`config.mk`:
```
export PLATFORM = sky130hd
export DESIGN_NAME = multicycle_ctrl_fsm_flat
export DESIGN_NICKNAME = d
export VERILOG_FILES = /design/src/rtl/multicycle_ctrl_fsm_pkg.sv /design/src/rtl/multicycle_ctrl_fsm_if.sv /design/src/rtl/multicycle_ctrl_fsm_imm_src_decoder.sv /design/src/rtl/multicycle_ctrl_fsm.sv /design/src/flat_wrapper.sv
export SDC_FILE = /design/constraint.sdc
export NUM_CORES = 1
export LEC_CHECK = 0
export CAP_MARGIN = 10
export CORE_MARGIN = 5
export CORE_UTILIZATION = 34
export DETAILED_ROUTE_END_ITERATION = 16
export GPL_TIMING_DRIVEN = 0
export PLACE_DENSITY = 0.77
export SYNTH_ARGS = -nofsm -noshare
export SYNTH_HDL_FRONTEND = slang
export SYNTH_SLANG_ARGS = --single-unit
```
`constraint.sdc`:
```
create_clock -name clk -period 1.22 [get_ports clk]
set_input_delay 0.122 -clock clk [delete_from_list [all_inputs] [get_ports clk]]
set_output_delay 0.122 -clock clk [all_outputs]
set_load 0.05 [all_outputs]
```
`src/rtl/multicycle_ctrl_fsm_pkg.sv`:
```
// Shared definitions for the multicycle RISC-V control path.
// Holds state encoding, opcode constants and control-field encodings.
// Optional trap state guarded by ILLEGAL_OP_TRAP_EN.
package riscv_ctrl_pkg;

    localparam int OPC_W = 7;

    typedef enum logic [3:0] {
        S_FETCH    = 4'd0,
        S_DECODE   = 4'd1,
        S_MEMADR   = 4'd2,
        S_MEMREAD  = 4'd3,
        S_MEMWB    = 4'd4,
        S_MEMWRITE = 4'd5,
        S_EXECUTER = 4'd6,
        S_EXECUTEI = 4'd7,
        S_ALUWB    = 4'd8,
        S_BEQ      = 4'd9,
        S_JAL      = 4'd10
`ifdef ILLEGAL_OP_TRAP_EN
        ,
        S_HALT     = 4'd11
`endif
    } state_t;

    localparam logic [OPC_W-1:0] OP_LOAD   = 7'b0000011;
    localparam logic [OPC_W-1:0] OP_STORE  = 7'b0100011;
    localparam logic [OPC_W-1:0] OP_RTYPE  = 7'b0110011;
    localparam logic [OPC_W-1:0] OP_ITYPE  = 7'b0010011;
    localparam logic [OPC_W-1:0] OP_BRANCH = 7'b1100011;
    localparam logic [OPC_W-1:0] OP_JAL    = 7'b1101111;

    // ALU_op codes understood by alu_decoder
    localparam logic [1:0] ALU_OP_ADD   = 2'b00;
    localparam logic [1:0] ALU_OP_SUB   = 2'b01;
    localparam logic [1:0] ALU_OP_FUNCT = 2'b10;

    localparam logic [1:0] SRC_A_PC    = 2'b00;
    localparam logic [1:0] SRC_A_OLDPC = 2'b01;
    localparam logic [1:0] SRC_A_RD1   = 2'b10;

    localparam logic [1:0] SRC_B_RD2  = 2'b00;
    localparam logic [1:0] SRC_B_IMM  = 2'b01;
    localparam logic [1:0] SRC_B_FOUR = 2'b10;

    localparam logic [1:0] RES_ALUOUT    = 2'b00;
    localparam logic [1:0] RES_DATA      = 2'b01;
    localparam logic [1:0] RES_ALURESULT = 2'b10;

    localparam logic [1:0] IMM_I = 2'b00;
    localparam logic [1:0] IMM_S = 2'b01;
    localparam logic [1:0] IMM_B = 2'b10;
    localparam logic [1:0] IMM_J = 2'b11;

endpackage

```
`src/rtl/multicycle_ctrl_fsm_if.sv`:
```
// Control bundle between the main FSM (master) and the datapath (slave).
// illegal_op exists only when ILLEGAL_OP_TRAP_EN is defined.
interface multicycle_ctrl_fsm_if;
    import riscv_ctrl_pkg::*;

    logic [OPC_W-1:0] opcode;
    logic             zero;
    logic [1:0]       ALU_op;
    logic [1:0]       ALU_src_a;
    logic [1:0]       ALU_src_b;
    logic [1:0]       result_src;
    logic             adr_src;
    logic [1:0]       imm_src;
    logic             IR_write;
    logic             PC_write;
    logic             mem_write;
    logic             reg_write;
    logic             instr_done;
`ifdef ILLEGAL_OP_TRAP_EN
    logic             illegal_op;
`endif

    modport master (
        input  opcode, zero,
        output ALU_op, ALU_src_a, ALU_src_b, result_src, adr_src, imm_src,
        output IR_write, PC_write, mem_write, reg_write, instr_done
`ifdef ILLEGAL_OP_TRAP_EN
        , output illegal_op
`endif
    );

    modport slave (
        output opcode, zero,
        input  ALU_op, ALU_src_a, ALU_src_b, result_src, adr_src, imm_src,
        input  IR_write, PC_write, mem_write, reg_write, instr_done
`ifdef ILLEGAL_OP_TRAP_EN
        , input illegal_op
`endif
    );
endinterface

```
`src/rtl/multicycle_ctrl_fsm_imm_src_decoder.sv`:
```
// Combinational opcode-to-immediate-format map; unknown opcodes give I.
module imm_src_decoder
    import riscv_ctrl_pkg::*;
(
    input  logic [OPC_W-1:0] opcode,
    output logic [1:0]       imm_src
);

    // Pick the immediate layout from the opcode alone
    always_comb begin
        imm_src = IMM_I;
        case (opcode)
            OP_STORE:  imm_src = IMM_S;
            OP_BRANCH: imm_src = IMM_B;
            OP_JAL:    imm_src = IMM_J;
            default:   imm_src = IMM_I;
        endcase
    end

endmodule

```
`src/rtl/multicycle_ctrl_fsm.sv`:
```
// Main control FSM of the multicycle RISC-V datapath.
// Moore-decoded selects/enables; PC_write also depends on zero in BEQ.
// Optional HALT trap on unknown opcodes under ILLEGAL_OP_TRAP_EN.
module multicycle_ctrl_fsm
    import riscv_ctrl_pkg::*;
(
    input  logic                  clk,
    input  logic                  reset,
    multicycle_ctrl_fsm_if.master bus
);

    state_t     state_reg;
    state_t     state_next;

    logic [1:0] alu_op;
    logic [1:0] src_a;
    logic [1:0] src_b;
    logic [1:0] res_src;
    logic       adr_src;
    logic       ir_write;
    logic       pc_update;
    logic       branch;
    logic       mem_write;
    logic       reg_write;
    logic       instr_done;

    // {IR_write, PC_write, mem_write, reg_write, instr_done}
    logic [4:0] enable_raw;
    logic [4:0] enable_gated;
    logic [1:0] imm_src;

    // State register; reset lands in FETCH and aborts any instruction
    always_ff @(posedge clk) begin
        if (reset) begin
            state_reg <= S_FETCH;
        end else begin
            state_reg <= state_next;
        end
    end

    // Next-state and Moore output decode; unlisted outputs stay 0
    always_comb begin
        state_next = S_FETCH;
        alu_op     = ALU_OP_ADD;
        src_a      = SRC_A_PC;
        src_b      = SRC_B_RD2;
        res_src    = RES_ALUOUT;
        adr_src    = 1'b0;
        ir_write   = 1'b0;
        pc_update  = 1'b0;
        branch     = 1'b0;
        mem_write  = 1'b0;
        reg_write  = 1'b0;
        instr_done = 1'b0;
        case (state_reg)
            S_FETCH: begin
                ir_write   = 1'b1;
                src_b      = SRC_B_FOUR;
                res_src    = RES_ALURESULT;
                pc_update  = 1'b1;
                state_next = S_DECODE;
            end
            S_DECODE: begin
                // ALU computes the branch target OldPC + imm here
                src_a = SRC_A_OLDPC;
                src_b = SRC_B_IMM;
                case (bus.opcode)
                    OP_LOAD, OP_STORE: state_next = S_MEMADR;
                    OP_RTYPE:          state_next = S_EXECUTER;
                    OP_ITYPE:          state_next = S_EXECUTEI;
                    OP_BRANCH:         state_next = S_BEQ;
                    OP_JAL:            state_next = S_JAL;
                    default: begin
`ifdef ILLEGAL_OP_TRAP_EN
                        state_next = S_HALT;
`else
                        state_next = S_FETCH;
                        instr_done = 1'b1;
`endif
                    end
                endcase
            end
            S_MEMADR: begin
                src_a      = SRC_A_RD1;
                src_b      = SRC_B_IMM;
                state_next = (bus.opcode == OP_LOAD) ? S_MEMREAD : S_MEMWRITE;
            end
            S_MEMREAD: begin
                adr_src    = 1'b1;
                state_next = S_MEMWB;
            end
            S_MEMWB: begin
                res_src    = RES_DATA;
                reg_write  = 1'b1;
                instr_done = 1'b1;
                state_next = S_FETCH;
            end
            S_MEMWRITE: begin
                adr_src    = 1'b1;
                mem_write  = 1'b1;
                instr_done = 1'b1;
                state_next = S_FETCH;
            end
            S_EXECUTER: begin
                src_a      = SRC_A_RD1;
                alu_op     = ALU_OP_FUNCT;
                state_next = S_ALUWB;
            end
            S_EXECUTEI: begin
                src_a      = SRC_A_RD1;
                src_b      = SRC_B_IMM;
                alu_op     = ALU_OP_FUNCT;
                state_next = S_ALUWB;
            end
            S_ALUWB: begin
                reg_write  = 1'b1;
                instr_done = 1'b1;
                state_next = S_FETCH;
            end
            S_BEQ: begin
                // rd1 - rd2; ALUOut still holds the target from DECODE
                src_a      = SRC_A_RD1;
                alu_op     = ALU_OP_SUB;
                branch     = 1'b1;
                instr_done = 1'b1;
                state_next = S_FETCH;
            end
            S_JAL: begin
                // PC <= target from DECODE while ALU forms OldPC + 4 for rd
                src_a      = SRC_A_OLDPC;
                src_b      = SRC_B_FOUR;
                pc_update  = 1'b1;
                state_next = S_ALUWB;
            end
`ifdef ILLEGAL_OP_TRAP_EN
            S_HALT: begin
                state_next = S_HALT;
            end
`endif
            default: begin
                // Unreachable encoding: everything stays 0, recover to FETCH
                state_next = S_FETCH;
            end
        endcase
    end

    assign enable_raw = {ir_write, pc_update | (branch & bus.zero),
                         mem_write, reg_write, instr_done};

    // Write enables are suppressed for as long as reset is held
    generate
        for (genvar gi = 0; gi < 5; gi++) begin : g_en_gate
            assign enable_gated[gi] = enable_raw[gi] & ~reset;
        end
    endgenerate

    imm_src_decoder u_imm_src_decoder (
        .opcode  (bus.opcode),
        .imm_src (imm_src)
    );

    assign bus.ALU_op     = alu_op;
    assign bus.ALU_src_a  = src_a;
    assign bus.ALU_src_b  = src_b;
    assign bus.result_src = res_src;
    assign bus.adr_src    = adr_src;
    assign bus.imm_src    = imm_src;
    assign bus.IR_write   = enable_gated[4];
    assign bus.PC_write   = enable_gated[3];
    assign bus.mem_write  = enable_gated[2];
    assign bus.reg_write  = enable_gated[1];
    assign bus.instr_done = enable_gated[0];

`ifdef ILLEGAL_OP_TRAP_EN
    assign bus.illegal_op = (state_reg == S_HALT);
`endif

endmodule

```
`src/flat_wrapper.sv`:
```
// flat-port wrapper written by rule: the top's interface ports become plain ports
module multicycle_ctrl_fsm_flat import riscv_ctrl_pkg::*;
  (clk, reset, bus_opcode, bus_zero, bus_ALU_op, bus_ALU_src_a, bus_ALU_src_b, bus_result_src, bus_adr_src, bus_imm_src, bus_IR_write, bus_PC_write, bus_mem_write, bus_reg_write, bus_instr_done);
  multicycle_ctrl_fsm_if bus_i ();
  input  logic clk;
  input  logic reset;
  input wire logic [$bits(bus_i.opcode)-1:0] bus_opcode;
  input wire logic [$bits(bus_i.zero)-1:0] bus_zero;
  output wire logic [$bits(bus_i.ALU_op)-1:0] bus_ALU_op;
  output wire logic [$bits(bus_i.ALU_src_a)-1:0] bus_ALU_src_a;
  output wire logic [$bits(bus_i.ALU_src_b)-1:0] bus_ALU_src_b;
  output wire logic [$bits(bus_i.result_src)-1:0] bus_result_src;
  output wire logic [$bits(bus_i.adr_src)-1:0] bus_adr_src;
  output wire logic [$bits(bus_i.imm_src)-1:0] bus_imm_src;
  output wire logic [$bits(bus_i.IR_write)-1:0] bus_IR_write;
  output wire logic [$bits(bus_i.PC_write)-1:0] bus_PC_write;
  output wire logic [$bits(bus_i.mem_write)-1:0] bus_mem_write;
  output wire logic [$bits(bus_i.reg_write)-1:0] bus_reg_write;
  output wire logic [$bits(bus_i.instr_done)-1:0] bus_instr_done;
  assign bus_i.opcode = bus_opcode;
  assign bus_i.zero = bus_zero;
  assign bus_ALU_op = bus_i.ALU_op;
  assign bus_ALU_src_a = bus_i.ALU_src_a;
  assign bus_ALU_src_b = bus_i.ALU_src_b;
  assign bus_result_src = bus_i.result_src;
  assign bus_adr_src = bus_i.adr_src;
  assign bus_imm_src = bus_i.imm_src;
  assign bus_IR_write = bus_i.IR_write;
  assign bus_PC_write = bus_i.PC_write;
  assign bus_mem_write = bus_i.mem_write;
  assign bus_reg_write = bus_i.reg_write;
  assign bus_instr_done = bus_i.instr_done;
  multicycle_ctrl_fsm u_core (.clk(clk), .reset(reset), .bus(bus_i));
endmodule
```
==> results of run 1 <==
-- repair_timing --
action | CTS
setup endpoints to repair | 20
hold buffers | 0
pin swaps | 10
gates resized for setup | 169
setup buffers | 17
cloned | 1
-- kinds of logic after synthesis --
| kind of cell | count (synthesis) | synth area share |
|---|---|---|
| and+or+nand+nor | 34 | 0.439 |
| DFF | 4 | 0.162 |
| muxes | 1 | 0.0227 |
| AOI/OAI and AO/OA | 16 | 0.240 |
| buffers and inverters | 8 | 0.0833 |
| xor gates and xnor gates | 3 | 0.0530 |
-- stage by stage --
| stage | setup TNS, ps | worst slack (ps) | area, µm² |
|---|---|---|---|
| 4_1_cts | -4590 | -522 | 1260 |
| 3_5_place_dp | -14600 | -1330 | 958 |
| 3_3_place_gp | -14450 | -1320 | 958 |
| 2_1_floorplan | -2080 | -321 | 689 |
==> PnR_summary.wiki, run 1 <==
{| class="wikitable"
! Metric !! Value
|-
| Run status || stopped before the end
|-
| Last stage reached || global routing (5_1_grt)
|-
| First error line in the log || [ERROR DPL-0038] Utilization greater than 100%, impossible to legalize
|-
| Initial standard-cell utilization of the core || 0.371
|-
| Main area contributors after synthesis || sky130_fd_sc_hd__dfxtp_1, sky130_fd_sc_hd__nor3_1, sky130_fd_sc_hd__a2111oi_0, sky130_fd_sc_hd__and4bb_2, sky130_fd_sc_hd__or3_4
|-
| Die span in y || ~48 µm
|-
| Number of levels in the clock H-tree || 1
|-
| FFs w/ async S/R, synth || 0
|-
| Worst endpoint pin kind || primary output
|-
| Syn Nets || 76
|-
| Number of buffers inserted during clock tree synthesis || 3
|-
| Total clock sinks || 4
|-
| Yosys Warn Count || 0
|-
| Top-count cell post-synth || sky130_fd_sc_hd__nor3_1
|-
| Die extent in x || roughly 48 µm
|-
| Top FF cell, synth || sky130_fd_sc_hd__dfxtp_1
|-
| Flop and latch count out of synthesis || 4
|-
| Syn avg cell area || ~7.5 µm²
|-
| Post-synthesis cell type with the largest combined area || sky130_fd_sc_hd__dfxtp_1
|-
| Sum of net half-perimeters after detailed placement || between 1000 and 1500 µm
|-
| Synth Instances || 66
|-
| Clk buf depth || 2
|-
| Number of port buffers || 25
|-
| Proportion of synthesized chip area in sequential cells || 0.162
|-
| Clock Tree Root || sky130_fd_sc_hd__clkbuf_4
|-
| Number of different library cells in the post-synthesis netlist || 34
|-
| Post-synth EDFFs || 0
|-
| Placement row count || 13
|-
| Final GP Congestion || roughly 0.8
|-
| Worst Endpoint after GRT Repair || bus_instr_done
|-
| Largest net degree at the start of global routing || 8
|-
| Top-area cell type share of the netlist area || 0.162
|-
| Number of placed instances with taps included || approximately 110
|-
| Area of the mapped netlist || 495 µm²
|-
| Leading post-synthesis cells by instance count || sky130_fd_sc_hd__nor3_1, sky130_fd_sc_hd__dfxtp_1, sky130_fd_sc_hd__inv_1, sky130_fd_sc_hd__nor2_1
|-
| Top Ports || 26
|}
==> inputs of run 2 (changes only) <==
- CORE_AREA: default -> 5 5 66 68
- CORE_MARGIN: 5 -> default
- CORE_UTILIZATION: 34 -> default
- DIE_AREA: default -> 0 0 71 73
- PLACE_DENSITY: 0.77 -> default
- PLACE_DENSITY_LB_ADDON: default -> 0.15
- clock period: 1.22 -> 1.59 ns (I/O delays scaled with it)
==> run 2 against run 1 <==
The flow now finishes, with violations (negative setup slack). Synthesized area unchanged. Synthesized cell count did not move.
==> PnR_summary.wiki, run 2 <==
{| class="wikitable"
! Metric !! Value
|-
| P&R area growth vs syn || 109%
|-
| Clock Tree Root || sky130_fd_sc_hd__clkbuf_8
|-
| Number of port buffers || 25 (unchanged)
|-
| Full die area || around 5200 µm²
|-
| Syn Nets || 76 (unchanged)
|-
| Part of the cycle the worst path needs || 1.09
|-
| Top Ports || 26 (unchanged)
|-
| Detailed Routing Iterations Pass 1 || 3
|-
| Top-area cell type share of the netlist area || 0.162 (unchanged)
|-
| Wire length of the first global-routing pass || about 3200 µm
|-
| Critical register-to-register path startpoint || u_core.state_reg[3]$_SDFF_PP0_
|-
| Number of endpoints with negative hold slack in the final report || 0
|-
| Post-route DRC violation count || 0
|-
| GR Util All Layers || 0.0755
|-
| Core region area || 3800 µm²
|-
| Most common cell after layout, fill and taps aside || sky130_fd_sc_hd__buf_6
|-
| Yosys Warn Count || 0 (unchanged)
|-
| Share of post-route cells with drive strength above 1 || 0.620
|-
| Post-route clock skew || approximately 1.3 ps
|-
| Launching instance or port of the critical path || u_core.state_reg[3]$_SDFF_PP0_
|-
| First DRT Iteration DRCs || 30
|-
| Antenna violation net count after detailed routing || 0
|-
| Vias per Instance || 4.33
|-
| Top FF cell, synth || sky130_fd_sc_hd__dfxtp_1
|-
| Area of the mapped netlist || 495 µm² (unchanged)
|-
| Number of levels in the clock H-tree || 1 (unchanged)
|-
| Via count of the first global-routing pass || 670
|-
| FFs w/ async S/R, synth || 0 (unchanged)
|-
| Capture point of the critical path || bus_PC_write
|-
| Data required time of the worst path || 1430 ps
|-
| Remaining global-route overflow || 0
|-
| Post-route worst hold slack || 321 ps
|-
| Share of power burned in combinational logic || 0.412
|-
| Die extent in x || 71 µm (+47%)
|-
| Final worst path period need || around 1700 ps
|-
| Syn avg cell area || 7.51 µm² (unchanged)
|-
| Top-count cell post-synth || sky130_fd_sc_hd__nor3_1
|-
| Min-Delay Startpoint || reset
|-
| Crit path kind || flop to primary output
|-
| Clk buf depth || 2 (unchanged)
|-
| Sum of net half-perimeters after detailed placement || 1370 µm (+7.2%)
|-
| Detailed-route via count || 650
|-
| Class of the most critical hold timing path || primary input to flop
|-
| Number of different library cells in the post-synthesis netlist || 34 (unchanged)
|-
| Failing checks || negative setup slack
|-
| Transition time at the pin with the least slew margin || approximately 330 ps
|-
| Placement row count || 23 (+10)
|-
| Post-synthesis cell type with the largest combined area || sky130_fd_sc_hd__dfxtp_1
|-
| Synth Instances || 66 (unchanged)
|-
| Largest net degree at the start of global routing || 11
|-
| Relative slew slack || 0.776
|-
| Proportion of synthesized chip area in sequential cells || 0.162 (unchanged)
|-
| Max Cap Viol || 0
|-
| Flip-flop count of the largest register after layout || 4
|-
| Capture instance of the worst register-to-register path || u_core.state_reg[1]$_SDFF_PP0_
|-
| Number of buffers inserted during clock tree synthesis || 3 (unchanged)
|-
| Share of the core filled with cells || 0.273
|-
| Main area contributors after synthesis || sky130_fd_sc_hd__dfxtp_1, sky130_fd_sc_hd__nor3_1, sky130_fd_sc_hd__a2111oi_0, sky130_fd_sc_hd__and4bb_2, sky130_fd_sc_hd__or3_4
|-
| PnR worst setup slack || -141 ps
|-
| Final WL || 1870 µm
|-
| Largest fanout on the critical path || 3
|-
| Total clock sinks || 4 (unchanged)
|-
| Ant. Diodes || 0
|-
| Total cell area at the placement stage || 878 µm² (-8.4%)
|-
| Clock Pin Slew Worst Setup and Hold Paths || 30 ps
|-
| Die span in y || 73 µm (+52%)
|-
| Initial standard-cell utilization of the core || 0.130 (-0.241)
|-
| Antenna violations before repair || 0
|-
| TritonCTS clock tree || yes
|-
| Leading post-synthesis cells by instance count || sky130_fd_sc_hd__nor3_1, sky130_fd_sc_hd__dfxtp_1, sky130_fd_sc_hd__inv_1, sky130_fd_sc_hd__nor2_1
|-
| Run status || finished with violations
|-
| Final GP Congestion || 0.711 (-12%)
|-
| Arrival time at the worst endpoint || roughly 1600 ps
|-
| Register share of total power || 0.196
|-
| Setup-violating endpoint count in the final report || 5
|-
| Slew Viols, Final || 0
|-
| FMAX || approximately 0.58 GHz
|-
| Sw power || 0.184 mW
|-
| Top library cells by usage in the layout, fill and taps aside || sky130_fd_sc_hd__buf_6, sky130_fd_sc_hd__buf_4, sky130_fd_sc_hd__clkbuf_2, sky130_fd_sc_hd__buf_2
|-
| Crit start category || flop
|-
| Cell-internal power || roughly 0.36 mW
|-
| Flop-to-flop setup slack || ~230 ps
|-
| Final design instance area without fill || between 1000 and 1500 µm²
|-
| Peak supply drop || approximately 0.16 mV
|-
| Later-pin clock latency in the skew report || ~220 ps
|-
| Setup repair after global routing missed its margin || true
|-
| Post-synth EDFFs || 0 (unchanged)
|-
| Sw Ratio || 0.340
|-
| Crit. End Element || primary output
|-
| Average wire per cell in the routed design || 12.4 µm
|-
| Static leakage power || around 0.4 nW
|-
| Share of power burned in the clock network || 0.392
|-
| Net count, final || roughly 110
|-
| R2r worst-path depth || 3
|-
| Power per Cell Area || roughly 520 nW/µm²
|-
| Flop and latch count out of synthesis || 4 (unchanged)
|}
run 2: cell counts after synthesis:
No cell type changed its count.
run 2: worst min-delay path by stage:
stage                                     end  slack [ps]  cells past startpoint
6_report       u_core.state_reg[3]$_SDFF_PP0_         320                      2
5_1_grt        u_core.state_reg[3]$_SDFF_PP0_         350                      2
4_1_cts        u_core.state_reg[2]$_SDFF_PP0_         510                      3
3_5_place_dp   u_core.state_reg[0]$_SDFF_PP0_         550                      2
3_3_place_gp   u_core.state_reg[0]$_SDFF_PP0_         550                      2
2_1_floorplan  u_core.state_reg[3]$_SDFF_PP0_         270                      1
run 2: kinds of logic (layout without fill, tap and decap cells):
| kind of cell | after synthesis | after routing | share of synthesized area |
|---|---|---|---|
| DFF | 4 | 4 | 0.162 |
| buffers and inverters | 8 | 42 | 0.0833 |
| xor gates and xnor gates | 3 | 3 | 0.0530 |
| muxes | 1 | 1 | 0.0227 |
| and+or+nand+nor | 34 | 34 | 0.439 |
| AOI/OAI and AO/OA | 16 | 16 | 0.240 |
run 2: cell type report:
type	count	area [µm²]
fill	427	2760
multi-input combinational	54	518
timing repair buffer	31	272
sequential	4	83.8
tap	50	62.6
buffer	4	45.0
clock buffer	3	41.3
inverter	4	15.0
run 2: layer usage:
| metal | up-vias | track usage | routed length, µm |
|---|---|---|---|
| li1 | 327 | - | - |
| met1 | 297 | 0.0975 | 874 |
| met2 | 22 | 0.118 | 870 |
| met3 | 4 | 0.0124 | 96 |
| met4 | 0 | 0.0438 | 24 |
| met5 | - | 0 | 0 |
run 2: power by group through the flow:
stage	combinational [mW]	sequential (mW)	clock (mW)
6_report	0.223	0.106	0.213
5_1_grt	0.239	0.107	0.228
4_1_cts	0.203	0.106	0.215
3_5_place_dp	0.193	0.107	0
3_3_place_gp	0.193	0.107	0
2_1_floorplan	0.118	0.106	0
run 2: metrics by stage:
stage	instances	power, mW	setup WS, ps	TNS (ps)
3_3_place_gp	141	0.300	-1160	-8910
6_report	150	0.543	-141	-418
5_1_grt	150	0.573	-201	-824
4_1_cts	147	0.524	-218	-616
2_1_floorplan	66	0.224	-337	-1530
3_5_place_dp	141	0.300	-1140	-8970
run 2: worst max-delay path: stages (launching register included):
cell	delay, ps
sky130_fd_sc_hd__dfxtp_2	320
sky130_fd_sc_hd__buf_6	110
sky130_fd_sc_hd__nor2b_4	110
sky130_fd_sc_hd__or4_4	510
sky130_fd_sc_hd__a21oi_4	140
sky130_fd_sc_hd__buf_6	170
run 2: repair_timing:
item / 4_1_cts / 5_1_grt
pin swaps: 4 / 8
hold buffers: 0 / 0
buffers inserted: 3 / 3
gates resized for setup: 112 / 41
setup endpoints to repair: 18 / 14
endpoints found under the hold margin: 0 / 0
Note: power is estimated with default switching activity, not from simulation.
==> inputs of run 3 (changes only) <==
- ABC_AREA: default -> 1
- clock period: 1.59 -> 1.5 ns (I/O delays scaled with it)
==> run 3 against run 2 <==
Sequential power barely moved. Critical path depth is 2 higher. Flip-flop and latch count unchanged. Core utilization fell by 2.5 points. The flow still finishes with violations (negative setup slack). Clock-buffer cell count did not move. Wire length fell by 9.3%. Non-clock buffer count shrank 4. Register-to-register slack better by 50 ps. Sequential share of layout area rose by 2.0 points. Largest cell class unchanged.
==> PnR_summary.wiki, run 3 <==
{| class="wikitable"
! Metric !! Value
|-
| Run status || finished with violations
|-
| Failing checks || negative setup slack
|-
| Full die area || 5180 µm² (unchanged)
|-
| Chain of cells forming the critical path || inv_6, nor2_4, nand2_4, nor2_4, nand3_2, o21ai_4, buf_6
|-
| Clock Tree Root || sky130_fd_sc_hd__clkbuf_8
|-
| GR Util All Layers || 0.0635 (-0.0120)
|-
| Slew Viols, Final || 0 (unchanged)
|-
| Final WL || 1690 µm (-9.3%)
|-
| Top FF cell, synth || sky130_fd_sc_hd__dfxtp_1
|-
| Share of power burned in the clock network || 0.420 (+0.028)
|-
| FFs w/ async S/R, synth || 0 (unchanged)
|-
| Total buffers and inverters traversed by the critical path || 2 (unchanged)
|-
| Combinational family with the most area after synthesis || simple AND/OR/NAND/NOR gates
|-
| Critical path's largest stage delay || 370 ps (-140 ps)
|-
| Post-synthesis mux area share || 0 (-0.0227)
|-
| Dominant delay contributor by cell family on the critical path || simple AND/OR/NAND/NOR gates
|-
| Data required time of the worst path || 1350 ps (-80 ps)
|-
| Post-route worst hold slack || 358 ps (+37.4 ps)
|-
| Relative slew slack || 0.600 (-0.176)
|-
| Post-synthesis compound-gate area fraction || 0.101 (-0.139)
|-
| Peak supply drop || 0.149 mV (-9.8%)
|-
| Post-route DRC violation count || 0 (unchanged)
|-
| Crit start category || flop
|-
| Number of endpoints with negative hold slack in the final report || 0 (unchanged)
|-
| Flop-to-flop setup slack || 280 ps (+50 ps)
|-
| Total clock sinks || 4 (unchanged)
|-
| Net count, final || 134 (+20%)
|-
| Post-synth EDFFs || 0 (unchanged)
|-
| Part of the cycle the worst path needs || 1.01
|-
| Share of post-route cells with drive strength above 1 || 0.459 (-0.161)
|-
| # hold bufs at CTS || 0 (unchanged)
|-
| Placement row count || 23 (unchanged)
|-
| Hold Path End || u_core.state_reg[1]$_SDFF_PP0_
|-
| PnR worst setup slack || -18.5 ps (+122 ps)
|-
| Power per Cell Area || 561 nW/µm² (+7.2%)
|-
| Setup repair after global routing missed its margin || true
|-
| Most frequent cell on the critical path || sky130_fd_sc_hd__nor2_4
|-
| Static leakage power || 0.445 nW (+13%)
|-
| R2r worst-path depth || 6 (+3)
|-
| TritonCTS clock tree || yes
|-
| Register share of total power || 0.207 (+0.011)
|-
| Final worst path period need || between 1500 and 2000 ps
|-
| Launching instance or port of the critical path || u_core.state_reg[0]$_SDFF_PP0_
|-
| Total cell area at the placement stage || 778 µm² (-11%)
|-
| Area of the mapped netlist || 433 µm² (-13%)
|-
| FMAX || ~0.66 GHz
|-
| Finished Layout Cells || 172 (+15%)
|-
| Remaining global-route overflow || 0 (unchanged)
|-
| Largest fanout on the critical path || 6 (+3)
|-
| Cell-internal power || 0.350 mW (-2.2%)
|-
| Number of levels in the clock H-tree || 1 (unchanged)
|-
| Wire length of the first global-routing pass || 2680 µm (-16%)
|-
| Syn avg cell area || 4.86 µm² (-35%)
|-
| Post-synthesis cell type with the largest combined area || sky130_fd_sc_hd__nand2_1
|-
| Final GP Congestion || 0.834 (+17%)
|-
| Syn Nets || 99 (+30%)
|-
| Transition time at the pin with the least slew margin || 599 ps (+266 ps)
|-
| Core region area || 3800 µm² (unchanged)
|-
| Area share of xor/xnor cells in the synthesized design || 0 (-0.0530)
|-
| Main area contributors after synthesis || sky130_fd_sc_hd__nand2_1, sky130_fd_sc_hd__dfxtp_1, sky130_fd_sc_hd__nor2_1, sky130_fd_sc_hd__inv_1, sky130_fd_sc_hd__nand3_1
|-
| Average wire per cell in the routed design || 9.84 µm (-21%)
|-
| Sum of net half-perimeters after detailed placement || 1340 µm (-1.9%)
|-
| Antenna violation net count after detailed routing || 0 (unchanged)
|-
| Post-route clock skew || 0.0941 ps (-1.21 ps)
|-
| Number of port buffers || 24 (-4.0%)
|-
| Arrival time at the worst endpoint || 1370 ps (-200 ps)
|-
| Critical register-to-register path startpoint || u_core.state_reg[3]$_SDFF_PP0_
|-
| Flip-flop count of the largest register after layout || 4 (unchanged)
|-
| Leading post-synthesis cells by instance count || sky130_fd_sc_hd__nand2_1, sky130_fd_sc_hd__nor2_1, sky130_fd_sc_hd__inv_1
|-
| Clk buf depth || 2 (unchanged)
|-
| Antenna violations before repair || 0 (unchanged)
|-
| Slowest-stage cell, CP || sky130_fd_sc_hd__dfxtp_4
|-
| Die span in y || 73 µm (unchanged)
|-
| Crit path kind || flop to primary output
|-
| Proportion of synthesized chip area in sequential cells || 0.185 (+0.0234)
|-
| Number of different library cells in the post-synthesis netlist || 13 (-62%)
|-
| Max Cap Viol || 0 (unchanged)
|-
| Top-count cell post-synth || sky130_fd_sc_hd__nand2_1
|-
| Top-area cell type share of the netlist area || 0.243 (+0.0812)
|-
| P&R area growth vs syn || 118%
|-
| Sw Ratio || 0.338 (-0.00208)
|-
| Synth Area in Simple Gates || 0.566 (+0.127)
|-
| Crit. End Element || primary output
|-
| Yosys Warn Count || 0 (unchanged)
|-
| Clock Pin Slew Worst Setup and Hold Paths || 30 ps (about the same)
|-
| Initial standard-cell utilization of the core || 0.114 (-0.0165)
|-
| Most common cell after layout, fill and taps aside || sky130_fd_sc_hd__nand2_1
|-
| Share of power burned in combinational logic || 0.373 (-0.039)
|-
| Class of the most critical hold timing path || primary input to flop
|-
| Overall Power || 0.529 mW (-2.5%)
|-
| Accumulated negative setup slack || -18.5 ps (+400 ps)
|-
| Ant. Diodes || 0 (unchanged)
|-
| Top Ports || 26 (unchanged)
|-
| Detailed Routing Iterations Pass 1 || 2 (-1)
|-
| Synth Instances || 89 (+35%)
|-
| Worst hold stages || 4 (+2)
|-
| Final design instance area without fill || 943 µm² (-9.0%)
|-
| Top library cells by usage in the layout, fill and taps aside || sky130_fd_sc_hd__nand2_1, sky130_fd_sc_hd__nor2_1, sky130_fd_sc_hd__inv_1
|-
| Vias per Instance || 3.78 (-13%)
|-
| Die extent in x || 71 µm (unchanged)
|-
| Number of placed instances with taps included || 163 (+16%)
|-
| Adder and majority gate portion of the synthesized area || 0 (unchanged)
|-
| Min-Delay Startpoint || bus_opcode[5]
|-
| Largest net degree at the start of global routing || 10 (-1)
|-
| First DRT Iteration DRCs || 10 (-67%)
|-
| Sw power || 0.179 mW (-3.1%)
|-
| Via count of the first global-routing pass || 646 (-3.6%)
|-
| Later-pin clock latency in the skew report || 210 ps (about the same)
|-
| Number of buffers inserted during clock tree synthesis || 3 (unchanged)
|-
| Capture instance of the worst register-to-register path || u_core.state_reg[2]$_SDFF_PP0_
|-
| Setup-violating endpoint count in the final report || 1 (-4)
|-
| Detailed-route via count || 651 (+0.15%)
|-
| Flop and latch count out of synthesis || 4 (unchanged)
|}
[run 3: cell count changes after synthesis, sizes merged, moves of 3 or more]
cell,before,now
nand3,3,6
inv,4,16
nor2,4,21
nand2b,3,0
or3,4,0
buf,4,0
nand2,3,28
a2111oi,3,0
[run 3: final cells by class]
cell class	instances	area [µm²]
fillers	455	2860
multi-input cells	68	417
repair buffers	30	259
flip-flops and latches	4	95.1
inverters	16	65.1
well taps	50	62.6
clock buffers	3	41.3
plain buffers	1	3.75
[run 3: power by group through the flow]
stage	clock, mW	sequential [mW]	combinational (mW)
CTS	0.228	0.114	0.174
finish	0.222	0.109	0.197
floorplan	0	0.113	0.108
global placement	0	0.114	0.173
detailed placement	0	0.114	0.173
global route	0.243	0.110	0.211
[run 3: how the worst max path moves through the flow]
stage / endpoint / slack, ps / cells past startpoint
after global routing: bus_instr_done / -90 / 7
after detailed placement: bus_instr_done / -770 / 8
after global placement: bus_instr_done / -760 / 8
final: bus_instr_done / -20 / 7
after CTS: bus_instr_done / -70 / 7
after floorplan: bus_result_src[0] / -190 / 2
[run 3: cells by family after synthesis]
kind of cell	after synthesis
buffers and inverters	17
flip-flops	4
AND/OR/NAND/NOR	60
AO/OA/AOI/OAI	8
[run 3: metrics by stage]
| step | setup slack [ps] | util |
|---|---|---|
| 3_3_place_gp | -759 | 0.205 |
| 3_5_place_dp | -767 | 0.205 |
| 5_1_grt | -91.4 | 0.248 |
| 4_1_cts | -67.1 | 0.217 |
| 2_1_floorplan | -192 | - |
| 6_report | -18.5 | 0.248 |
[run 3: timing repair]
item	CTS	global route
cloned	0	0
pin swaps	1	5
endpoints found under the setup margin	16	13
buffers inserted	0	6
resized for setup	98	38
[run 3: per-layer routing]
metal,part of all wire,up-vias,GRT usage,wire length [µm]
met5,0,-,0,0
met4,0.0083,0,0.0376,14
met3,0.064,2,0.0110,109
met2,0.50,26,0.105,851
met1,0.42,281,0.0770,716
li1,-,342,-,-
[run 3: tightest hold or removal path, stage by stage]
cell                             delay [ps]
sky130_fd_sc_hd__dlymetal6s2s_1         170
sky130_fd_sc_hd__nor3_2                  70
sky130_fd_sc_hd__nand3_1                 70
sky130_fd_sc_hd__a21oi_1                 60
